<file path="src/rtl/montgomery_pkg.sv">
// Shared FSM state encoding and operating-mode constants for the iterative
// Montgomery multiplier.
package montgomery_pkg;

  typedef enum logic [1:0] {
    IDLE  = 2'd0,
    ITER  = 2'd1,
    FINAL = 2'd2,
    DONE  = 2'd3
  } state_t;

  localparam logic MODE_PLAIN = 1'b0;
  localparam logic MODE_MONT  = 1'b1;

endpackage

</file>
<file path="src/rtl/montgomery_step.sv">
// One radix-2 Montgomery iteration: S = (S + a_i*b [+ N]) / 2.
// Purely combinational; the W+2-bit width holds S + b + N without wrap.
module montgomery_step #(
  parameter int W = 12,
  parameter int N = 3329
) (
  input  logic [W+1:0] s_in,
  input  logic         a_bit,
  input  logic [W-1:0] b,
  output logic [W+1:0] s_out
);

  localparam logic [W+1:0] N_S = (W+2)'(N);

  logic [W+1:0] add_b;
  logic [W+1:0] sum;

  always_comb begin
    add_b = s_in + (a_bit ? {2'b00, b} : '0);
    // Adding the odd modulus makes an odd sum even so the halving is exact.
    sum   = add_b + (add_b[0] ? N_S : '0);
    s_out = {1'b0, sum[W+1:1]};
  end

endmodule

</file>
<file path="src/rtl/montgomery_mul_iter.sv">
// Bit-serial modular multiplier: Montgomery product in W+2 cycles, plain a*b mod N in 2W+3
// (second pass multiplies by R^2 mod N); result held in DONE until out_ready, one request in flight.
module montgomery_mul_iter
  import montgomery_pkg::*;
#(
  parameter int W        = 12,
  parameter int N        = 3329,
  parameter int R2_MOD_N = 2385
) (
  input  logic         clk,
  input  logic         rst,
  input  logic         in_valid,
  output logic         in_ready,
  input  logic         mode,
  input  logic [W-1:0] a,
  input  logic [W-1:0] b,
  output logic         out_valid,
  input  logic         out_ready,
  output logic [W-1:0] result,
  output logic         out_err,
  output logic         busy
);

  localparam int             CW       = $clog2(W + 1);
  localparam logic [W+1:0]   N_S      = (W+2)'(N);
  localparam logic [W-1:0]   N_W      = W'(N);
  localparam logic [W-1:0]   R2_W     = W'(R2_MOD_N);
  localparam logic [CW-1:0]  CNT_LAST = CW'(W - 1);

  state_t        state_q, state_d;
  logic [W+1:0]  s_q, s_d;
  logic [W-1:0]  mult_q, mult_d;
  logic [W-1:0]  mcand_q, mcand_d;
  logic [CW-1:0] cnt_q, cnt_d;
  logic          mode_q, mode_d;
  logic          err_q, err_d;
  logic          pass2_q, pass2_d;
  logic [W-1:0]  result_q, result_d;

  logic [W+1:0]  step_out;
  logic [W+1:0]  s_red;
  logic          accept;

  montgomery_step #(.W(W), .N(N)) u_step (
    .s_in  (s_q),
    .a_bit (mult_q[0]),
    .b     (mcand_q),
    .s_out (step_out)
  );

  assign s_red     = (s_q >= N_S) ? (s_q - N_S) : s_q;
  assign in_ready  = (state_q == IDLE) || ((state_q == DONE) && out_ready);
  assign accept    = in_valid && in_ready;
  assign out_valid = (state_q == DONE);
  assign out_err   = out_valid && err_q;
  assign result    = result_q;
  assign busy      = (state_q != IDLE);

  always_comb begin
    state_d  = state_q;
    s_d      = s_q;
    mult_d   = mult_q;
    mcand_d  = mcand_q;
    cnt_d    = cnt_q;
    mode_d   = mode_q;
    err_d    = err_q;
    pass2_d  = pass2_q;
    result_d = result_q;

    case (state_q)
      IDLE: ;
      ITER: begin
        s_d    = step_out;
        mult_d = mult_q >> 1;
        cnt_d  = cnt_q + 1'b1;
        if (cnt_q == CNT_LAST) state_d = FINAL;
      end
      FINAL: begin
        s_d = s_red;
        // Plain mode converts out of the Montgomery domain with a second pass by R^2.
        if ((mode_q == MODE_PLAIN) && !pass2_q) begin
          pass2_d = 1'b1;
          mult_d  = s_red[W-1:0];
          mcand_d = R2_W;
          s_d     = '0;
          cnt_d   = '0;
          state_d = ITER;
        end else begin
          result_d = err_q ? '0 : s_red[W-1:0];
          state_d  = DONE;
        end
      end
      DONE: begin
        if (out_ready) state_d = IDLE;
      end
    endcase

    if (accept) begin
      s_d     = '0;
      cnt_d   = '0;
      mult_d  = a;
      mcand_d = b;
      mode_d  = mode;
      err_d   = (a >= N_W) || (b >= N_W);
      pass2_d = 1'b0;
      state_d = ITER;
    end
  end

  always_ff @(posedge clk) begin
    if (rst) begin
      state_q  <= IDLE;
      s_q      <= '0;
      mult_q   <= '0;
      mcand_q  <= '0;
      cnt_q    <= '0;
      mode_q   <= MODE_PLAIN;
      err_q    <= 1'b0;
      pass2_q  <= 1'b0;
      result_q <= '0;
    end else begin
      state_q  <= state_d;
      s_q      <= s_d;
      mult_q   <= mult_d;
      mcand_q  <= mcand_d;
      cnt_q    <= cnt_d;
      mode_q   <= mode_d;
      err_q    <= err_d;
      pass2_q  <= pass2_d;
      result_q <= result_d;
    end
  end

endmodule
</file>
<file path="config.mk">
export PLATFORM = sky130hd
export DESIGN_NAME = montgomery_mul_iter
export DESIGN_NICKNAME = d
export VERILOG_FILES = /design/src/rtl/montgomery_pkg.sv /design/src/rtl/montgomery_step.sv /design/src/rtl/montgomery_mul_iter.sv
export SDC_FILE = /design/constraint.sdc
export NUM_CORES = 1
export LEC_CHECK = 0
export ABC_AREA = 1
export CAP_MARGIN = 20
export CORE_MARGIN = 2
export CORE_UTILIZATION = 45
export CTS_BUF_LIST = sky130_fd_sc_hd__clkbuf_4 sky130_fd_sc_hd__clkbuf_8 sky130_fd_sc_hd__clkbuf_16
export CTS_CLUSTER_DIAMETER = 150
export DETAILED_ROUTE_END_ITERATION = 16
export PLACE_DENSITY = 0.66
export SYNTH_ARGS = -nofsm -noshare
export SYNTH_HDL_FRONTEND = slang
export SYNTH_SLANG_ARGS = --single-unit
</file>
<file path="constraint.sdc">
create_clock -name clk -period 3.7 [get_ports clk]
set_clock_uncertainty 0.1 [all_clocks]
set_input_delay 0.74 -clock clk [delete_from_list [all_inputs] [get_ports clk]]
set_output_delay 0.74 -clock clk [all_outputs]
set_load 0.03 [all_outputs]
</file>
Word level (Yosys, flattened, before mapping)
Cells that the tools add are included.
Widths: inputs -> output; s select.
{"block": "op_classes", "add_sub_neg": 4, "n_lt_le_gt_ge": 3, "n_eq_ne": 11, "muxes": 19, "bitwise_logic": 2, "n_reduce_logical": 24}
{"cell": "$mux 12", "n": 8}
{"cell": "$add 14x14->14", "n": 2}
{"cell": "$mux 14", "n": 2}
{"cell": "$pmux 14 s2", "n": 1}
{"cell": "$ge 12x12->1 const B", "n": 2}
{"cell": "$pmux 12 s2", "n": 1}
{"cell": "$ge 14x12->1 const B", "n": 1}
{"cell": "$sub 14x12->14 const B", "n": 1}
{"cell": "$reduce_and 2->1", "n": 6}
{"cell": "$ne 3x3->1 const B", "n": 3}
{"cell": "$pmux 4 s2", "n": 1}
{"cell": "$reduce_bool 2->1", "n": 4}
{"cell": "$mux 2", "n": 3}
{"cell": "$pmux 2 s3", "n": 1}
{"cell": "$reduce_and 3->1", "n": 2}
{"cell": "$reduce_bool 3->1", "n": 2}
{"cell": "$add 4x1->4 const B", "n": 1}
{"cell": "$eq 2x2->1 const B", "n": 2}
{"cell": "$eq 4x4->1 const B", "n": 1}
{"cell": "$logic_and 1x1->1", "n": 4}
{"cell": "$mux 4", "n": 1}
{"cell": "$ne 2x2->1 const B", "n": 2}
{"cell": "$reduce_bool 4->1", "n": 1}
{"cell": "$ne 3x1->1 const B", "n": 1}
{"cell": "8 further kinds", "n": 10}
{"block": "totals", "register_bits": 59, "input_bits": 29, "out_inout_bits": 16, "elab_cells": 74}

Depth between registers and ports, before layout
Gate-level depths: netlist (run 1).
{"block": "depth", "depth_word": 6, "ltp_mapped": 24, "mapped_depth_nobuf": 23}

Modules after synthesis
A second synthesis (run 1) with hierarchy kept.
{"block": "unflattened", "cells_unflattened": 672, "hier_area_um2": 4386.7}
{"module": "montgomery_mul_iter", "instances": 1, "cells_each": 442, "area_each_um2": 3133.0}
{"module": "montgomery_step", "instances": 1, "cells_each": 230, "area_each_um2": 1253.7}

Least setup slack after synthesis (run 1)
OpenSTA, ideal clock, no wires.
{"block": "synth_path", "path_kind": "register to register", "start": "reg mult_q[0]", "end": "reg s_q[12]", "setup_ps": 66, "arrival_time_ps": 2718, "t_required_ps": 3534, "slack_ps": 816, "path_stages_with_launch": 23, "path_cell_list": "dfxtp_1 -> clkbuf_1 -> nand2_1 -> inv_1 -> ha_1 -> nand2_1 -> inv_1 -> nand2_1 -> nand2_1 -> nand2_1 -> nand3_2 -> nand3_1 -> nand2_1 -> xnor2_1 -> inv_1 -> ha_1 -> nand2_1 -> inv_1 -> o21ai_0 -> nand2_1 -> nand2_1 -> nand3_2 -> a21oi_2"}
{"block": "synth_between", "elab_chain_len": 5}
{"element": "start, declared", "line_no": "montgomery_mul_iter.sv:32", "rtl": "logic [W-1:0] mult_q, mult_d;"}
{"element": "start signal, assigned", "line_no": "montgomery_mul_iter.sv:124", "rtl": "mult_q <= mult_d;"}
{"element": "$mux 12 *", "line_no": "montgomery_step.sv:19", "rtl": "add_b = s_in + (a_bit ? {2'b00, b} : '0);"}
{"element": "$add 14x14->14 *", "line_no": "montgomery_step.sv:19"}
{"element": "$mux 12", "line_no": "montgomery_step.sv:21", "rtl": "sum = add_b + (add_b[0] ? N_S : '0);"}
{"element": "$add 14x14->14 *", "line_no": "montgomery_step.sv:21"}
{"element": "$pmux 14 s2 *", "line_no": "montgomery_mul_iter.sv:70", "rtl": "case (state_q)"}
{"element": "end signal, assigned", "line_no": "montgomery_mul_iter.sv:113", "rtl": "s_q <= '0;"}
{"element": "end signal, assigned", "line_no": "montgomery_mul_iter.sv:123", "rtl": "s_q <= s_d;"}
{"element": "end, declared", "line_no": "montgomery_mul_iter.sv:31", "rtl": "logic [W+1:0] s_q, s_d;"}
Every way passes the cells marked *; elsewhere a longest branch is shown, timed or not.
A chain may end at the register's enable or synchronous reset.

Worst setup path after layout (run 1)
Ends and elaborated chain as after synthesis.

==> flow_summary.toml, run 1 <==
[hold_path]
holdCritPathClass = "reg2reg"

[pwr]
switching_share = 0.457
peakVddDrop_mv = 0.338
power_density_nw_per_um2 = 505
pwr-share-comb = 0.457
p_seq_frac = 0.333
p_clk_frac = 0.211
netSwitchingPower_uw = 1180
internal_power_uw = 1400
p_leak_uw = 0.00240

[synth]
ys_types = 49
yosys-top-cells-count = "nand2_1, inv_1, dfxtp_1"
synthesis.nets = 727
syn_inst = 673
yosysTopAreaCellShare = 0.270
async_flop_share = 0
yosysMostFrequentCell = "nand2_1"
syn_area_um2 = 4380
synth_ff_type = "dfxtp_1"
yosys_register_bits = 59
syn_avg_cell_area_um2 = 6.50
synth_edf_count = 0
synth_area_leaders = "dfxtp_1, nand2_1, inv_1, ha_1, a21oi_1"
synth.largest_area_cell = "dfxtp_1"
synth_warnings = 0
ys_seq_area_frac = 0.270

[grt]
antenna_found_initial = 0
first_global_vias = 4369
track_usage = 0.245
grt_max_degree = 26
grt_pass1_wl_um = 20300
grt-ovfl-total = 0

[floorplanning]
ios = 45
fp.dieW_um = 103
die_h_um = 103
start_util = 0.469
fp-row-count = 35
core_area_um2 = 9330
die-area_um2 = 10500

[routing]
totalWireLength_um = 12100
detail_route.iter0.violations = 272
viasPerCell = 5.36
dr.pass1.iters = 5
ant_nets = 0
num_vias = 4536
route.detailed.drc = 0
drt-wirelength-per-cell_um = 14.3

[outcome]
outcome = "completed"

[cts]
hold_buffers = 0
cts_buffers = 9
cts_root_buffer = "clkbuf_8"
ctsResizeCount = 0
htreeDepth = 3
clk_pin_slew_ns = 0.08
cts_tree = "done"
clock_latency_ns = 0.35
clk_path_buf_depth = 2
post_cts_buffers = 0
cts.sinks = 59

[final_layout]
final_nets = 767
n_antenna_cell = 0
area_delta_synth_final_pct = 16.7
layout-drive-gt1-share = 0.0850
layout.cells.non_filler = 847

[timing]
clock.fmax_mhz = 312
worst_pin_slew_ns = 0.692
setup_viol = 0
finalHoldViolations = 0
tns_ns = 0
fin_crit_sh = 0.868
finalCriticalPeriod_ns = 3.21
relSlewSlack = 0.538
rsz0062_at_grt = "no"
drv_slew = 0

[setup_path]
cp_max_fo = 13
end_kind = "flip-flop"
worstSetupStartpointType = "flip-flop"
worstSetupPathType = "reg2reg"
cp.required_ns = 3.83
cp_data_arrival_time_ns = 3.34

[place]
place_inst = 831
dp_hpwl_um = 9520
gp_congestion = 0.905
io_buffers = 44

[run]
drv_cap = 0
final cells by class:
class	instances	area (um2)
Tap cell	129	161
Clock inverter	7	52.6
Multi-Input combinational cell	491	2710
Fill cell	934	4220
Sequential cell	59	1180
Timing Repair Buffer	52	500
Inverter	100	375
Clock buffer	9	124
metal layers:
metal	GRT usage	vias up	share of wire	routed length (um)
li1	-	2312	-	-
met3	0.0400	22	0.046	562
met2	0.409	128	0.47	5670
met1	0.321	2074	0.46	5630
met4	0.0862	0	0.022	265
met5	0	-	0	0
state kept, by name, indices dropped and copies added (netlist names):
signal	count
cnt_q	4
err_q	1
mcand_q	12
mode_q	1
mult_q	12
pass2_q	1
result	12
s_q	14
state_q	2
critical path, cell delays in order, from the launching register on:
cell and delay (ns):
dfxtp_1 0.55, nand2_1 0.10, inv_1 0.07, ha_1 0.23, fa_1 0.25, nand2_1 0.09
nand2_1 0.08, nand3_1 0.11, o21bai_1 0.23, a31oi_1 0.13, xnor2_1 0.14, ha_1 0.35
nand2_1 0.09, inv_1 0.08, nand2_1 0.06, nor2_1 0.13, nand2_2 0.08, nand2_1 0.06
nand2_1 0.06, nand3_2 0.06, a21oi_2 0.05
cell usage in the layout, fill, tap and decap left out, types with 6 or more instances in the layout:
cell type          n
a21oi_1           55
nor2_1            38
o21ai_1            7
nand4_1           19
o21ai_0           41
clkdlybuf4s50_1   44
nand2_2            9
buf_4              8
clkbuf_8           9
ha_1              24
o221ai_1           6
inv_1             98
xor2_1            12
nor2_2             8
dfxtp_1           59
nand3_1           51
a31oi_1            7
nand2_1          160
per-stage QoR:
step	hold WS [ns]	setup WS [ns]	cell area, um2	power [uW]	util
global placement	0.358	0.606	4930	2010	0.529
finish	0.363	0.490	5110	2580	0.547
detailed placement	0.359	0.507	4930	2030	0.529
floorplan	0.339	0.816	4380	1720	-
CTS	0.371	0.478	5110	2570	0.547
global route	0.395	0.0696	5110	2770	0.547
power groups by stage:
stage,sequential (uW),clock [uW],combinational [uW]
4_1_cts,856,550,1170
6_report,858,543,1180
5_1_grt,871,576,1330
3_5_place_dp,870,0,1160
3_3_place_gp,868,0,1140
2_1_floorplan,826,0,897
path summary, 6_finish.rpt:
kind	from	end	slack [ns]	cells after the start
worst min register to register	result[8]$_SDFFE_PP0P_	result[8]$_SDFFE_PP0P_	0.36	2
worst max register to register	mult_q[0]$_SDFFE_PP0P_	s_q[12]$_SDFFE_PP0P_	0.49	20
worst max-delay path	mult_q[0]$_SDFFE_PP0P_	s_q[12]$_SDFFE_PP0P_	0.49	20
worst min-delay path	result[8]$_SDFFE_PP0P_	result[8]$_SDFFE_PP0P_	0.36	2
cells by family (layout without fill, tap and decap cells):
logic type / count (synthesis) / after routing / synth area share
xor gates and xnor gates: 17 / 17 / 0.0340
AOI/OAI and AO/OA: 139 / 139 / 0.186
and+or+nand+nor: 310 / 310 / 0.326
buffers and inverters: 123 / 168 / 0.111
DFF: 59 / 59 / 0.270
adders and majority gates: 25 / 25 / 0.0732
Note: power is estimated with default switching activity, not from simulation.
==> inputs of run 2 (changes only) <==
--- a/config.mk
+++ b/config.mk
@@ -12,7 +12,10 @@
 export CTS_BUF_LIST = sky130_fd_sc_hd__clkbuf_4 sky130_fd_sc_hd__clkbuf_8 sky130_fd_sc_hd__clkbuf_16
 export CTS_CLUSTER_DIAMETER = 150
 export DETAILED_ROUTE_END_ITERATION = 16
+export HOLD_SLACK_MARGIN = 0.08
 export PLACE_DENSITY = 0.66
+export RECOVER_POWER = 100
 export SYNTH_ARGS = -nofsm -noshare
 export SYNTH_HDL_FRONTEND = slang
+export SYNTH_HIERARCHICAL = 1
 export SYNTH_SLANG_ARGS = --single-unit
==> run 2 against run 1 <==
Sequential power is 2% higher. Non-clock buffer count is 2 lower. Synthesized cell count is 0.15% lower. Global-route usage is 0.20 points higher. Total power is 9.9% higher. Register-to-register slack worse by 0.09 ns. Setup slack worse by 0.18 ns. Flip-flop and latch count stayed put. Critical path depth is 10 lower. First-iteration DRC count is 6.6% lower. Cell area is 0.12% lower.
==> flow_summary.toml, run 2 <==
[cts]
cts.sinks = 59
clk_pin_slew_ns = 0.08
hold_buffers = 0
cts_root_buffer = "clkbuf_8"
clock_latency_ns = 0.36
ctsResizeCount = 0
cts_tree = "done"
post_cts_buffers = 0
htreeDepth = 3
cts_buffers = 9
clk_path_buf_depth = 2

[final_layout]
final_nets = 761
area_delta_synth_final_pct = 16.3
top_register = "s_q"
fin_area_um2 = 5100
layout-drive-gt1-share = 0.0829
num-fill-cells = 974
n_antenna_cell = 0
largest_reg_flops = 14
final_common_cell = "nand2_1"
multi_input_area_um2 = 2740
mostFrequentLayoutCells = "nand2_1, inv_1, a21oi_1, nand3_1, dfxtp_1"
seq_area_um2 = 1180

[setup_path]
cp.required_ns = 3.89
worstSetupStartpointType = "input pin"
crit_slowest_cell = "clkbuf_1"
reg2reg_slack_ns = 0.40
worstSetupPathType = "in2reg"
end_kind = "flip-flop"
crit_chain = "dlygate4sd3_1 -> nand2_1 -> nand2_1 -> nand2_1 -> clkbuf_1 -> inv_1 -> nor2_1 -> clkbuf_2 -> o21ai_0 -> a21oi_1"
crit_top_cell = "nand2_1"
cpPeakStageDelay_ns = 0.76
cp_max_fo = 21
cp_data_arrival_time_ns = 3.58

[timing]
finalCriticalPeriod_ns = 3.39
clock.fmax_mhz = 295
whs_ns = 0.363
setup_ws_ns = 0.311
drv_slew = 0
fin_crit_sh = 0.916
relSlewSlack = 0.179
rsz0062_at_grt = "no"
worst_pin_slew_ns = 1.23
tns_ns = 0
setup_viol = 0
finalHoldViolations = 0

[floorplanning]
start_util = 0.457
fp.dieW_um = 103
die-area_um2 = 10600
fp-row-count = 36
die_h_um = 103
core_area_um2 = 9590
ios = 45

[place]
gp_congestion = 0.932
io_buffers = 44
dp_hpwl_um = 9750
post-place-ws_ns = 0.424
placed_area_um2 = 4930

[outcome]
outcome = "completed"

[grt]
top_usage_layer = "met2"
grt-ovfl-total = 0
track_usage = 0.247
grt_use_met3 = 0.0407
met1_usage = 0.331
grt_pass1_wl_um = 20300
first_global_vias = 4288
grt_util_met2 = 0.398
antenna_found_initial = 0
grt_max_degree = 29

[routing]
dr.pass1.iters = 5
route.detailed.drc = 0
num_vias = 4572
ant_nets = 0
totalWireLength_um = 12500
viasPerCell = 5.41
detail_route.iter0.violations = 254
drt-wirelength-per-cell_um = 14.8

[synth]
yosysTopAreaCellShare = 0.269
synth_area_leaders = "dfxtp_1, nand2_1, a21oi_1, inv_1, ha_1"
async_flop_share = 0
ys_types = 45
synthesis.nets = 726
yosys-top-cells-count = "nand2_1, inv_1, a21oi_1"
syn_area_um2 = 4390
yosys_register_bits = 59
synth_warnings = 6
synth_ff_type = "dfxtp_1"
yosysMostFrequentCell = "nand2_1"
syn_avg_cell_area_um2 = 6.53
synth_edf_count = 0
ys_seq_area_frac = 0.269
synth.largest_area_cell = "dfxtp_1"
syn_inst = 672

[pwr]
switching_share = 0.455
internal_power_uw = 1540
netSwitchingPower_uw = 1290
p_seq_frac = 0.307
peakVddDrop_mv = 0.299
p_clk_frac = 0.248
pwr-share-comb = 0.445
p_leak_uw = 0.00239
power_density_nw_per_um2 = 556

[run]
drv_cap = 0

[hold_path]
holdCritPathClass = "reg2reg"
[run 2: changes by cell type after synthesis, moves of 5 or more]
| cell | delta |
|---|---|
| a21oi_1 | +24 |
| inv_1 | -17 |
| o21ai_0 | -16 |
| nand3_1 | +9 |
| nand2_2 | +8 |
| nand4_1 | -8 |
| o21ai_2 | +7 |
| o21ai_1 | -6 |
| a31oi_1 | -5 |
| nand2_1 | +5 |
[run 2: final timing paths]
kind,cells after the start,from,to
min reg2reg,2,mcand_q[5]$_SDFFE_PP0P_,mcand_q[5]$_SDFFE_PP0P_
max reg2reg,18,mult_q[0]$_SDFFE_PP0P_,s_q[10]$_SDFFE_PP0N_
min,2,mcand_q[5]$_SDFFE_PP0P_,mcand_q[5]$_SDFFE_PP0P_
max,10,out_ready,state_q[1]$_SDFFE_PP0P_
[run 2: per-stage QoR]
stage	std cells	power (uW)	util
6_report	845	2840	0.532
5_1_grt	845	3030	0.532
4_1_cts	845	2880	0.537
3_5_place_dp	829	2180	0.513
3_3_place_gp	829	2150	0.513
2_1_floorplan	672	1830	-
[run 2: power groups by stage]
| stage | Combinational (uW) | Clock (uW) | Sequential, uW |
|---|---|---|---|
| final | 1260 | 702 | 872 |
| after detailed placement | 1290 | 0 | 886 |
| after floorplan | 996 | 0 | 836 |
| after CTS | 1300 | 711 | 871 |
| after global routing | 1410 | 734 | 888 |
| after global placement | 1270 | 0 | 883 |
[run 2: logic make-up (layout without fill, tap and decap cells)]
group / count (synthesis) / in the layout / share of synthesized area
fa+ha+maj: 25 / 25 / 0.0730
buf+inv: 110 / 150 / 0.0975
other cells: 1 / 1 / 0.000855
simple gates: 316 / 316 / 0.327
compound gates: 140 / 140 / 0.189
xor+xnor: 21 / 21 / 0.0436
flops: 59 / 59 / 0.269
[run 2: worst max-delay path, delay by kind of cell]
family | cells | cell delay, ns
AND/OR/NAND/NOR | 4 | 0.45
AO/OA/AOI/OAI | 2 | 0.29
buffers and inverters | 4 | 2.08
[run 2: area by class of cell]
| class | count | share of cell area |
|---|---|---|
| Sequential cell | 59 | 0.232 |
| Clock buffer | 9 | 0.0243 |
| Timing Repair Buffer | 50 | 0.0932 |
| Clock inverter | 7 | 0.0199 |
| Multi-Input combinational cell | 503 | 0.537 |
| Tap cell | 133 | 0.0326 |
| Inverter | 84 | 0.0618 |
[run 2: metal layers]
layer  vias up  share of wire  routed length, um
met4         0          0.024                302
met5         -              0                  0
met1      2126           0.47               5870
li1       2297              -                  -
met2       122           0.46               5720
met3        27          0.049                609
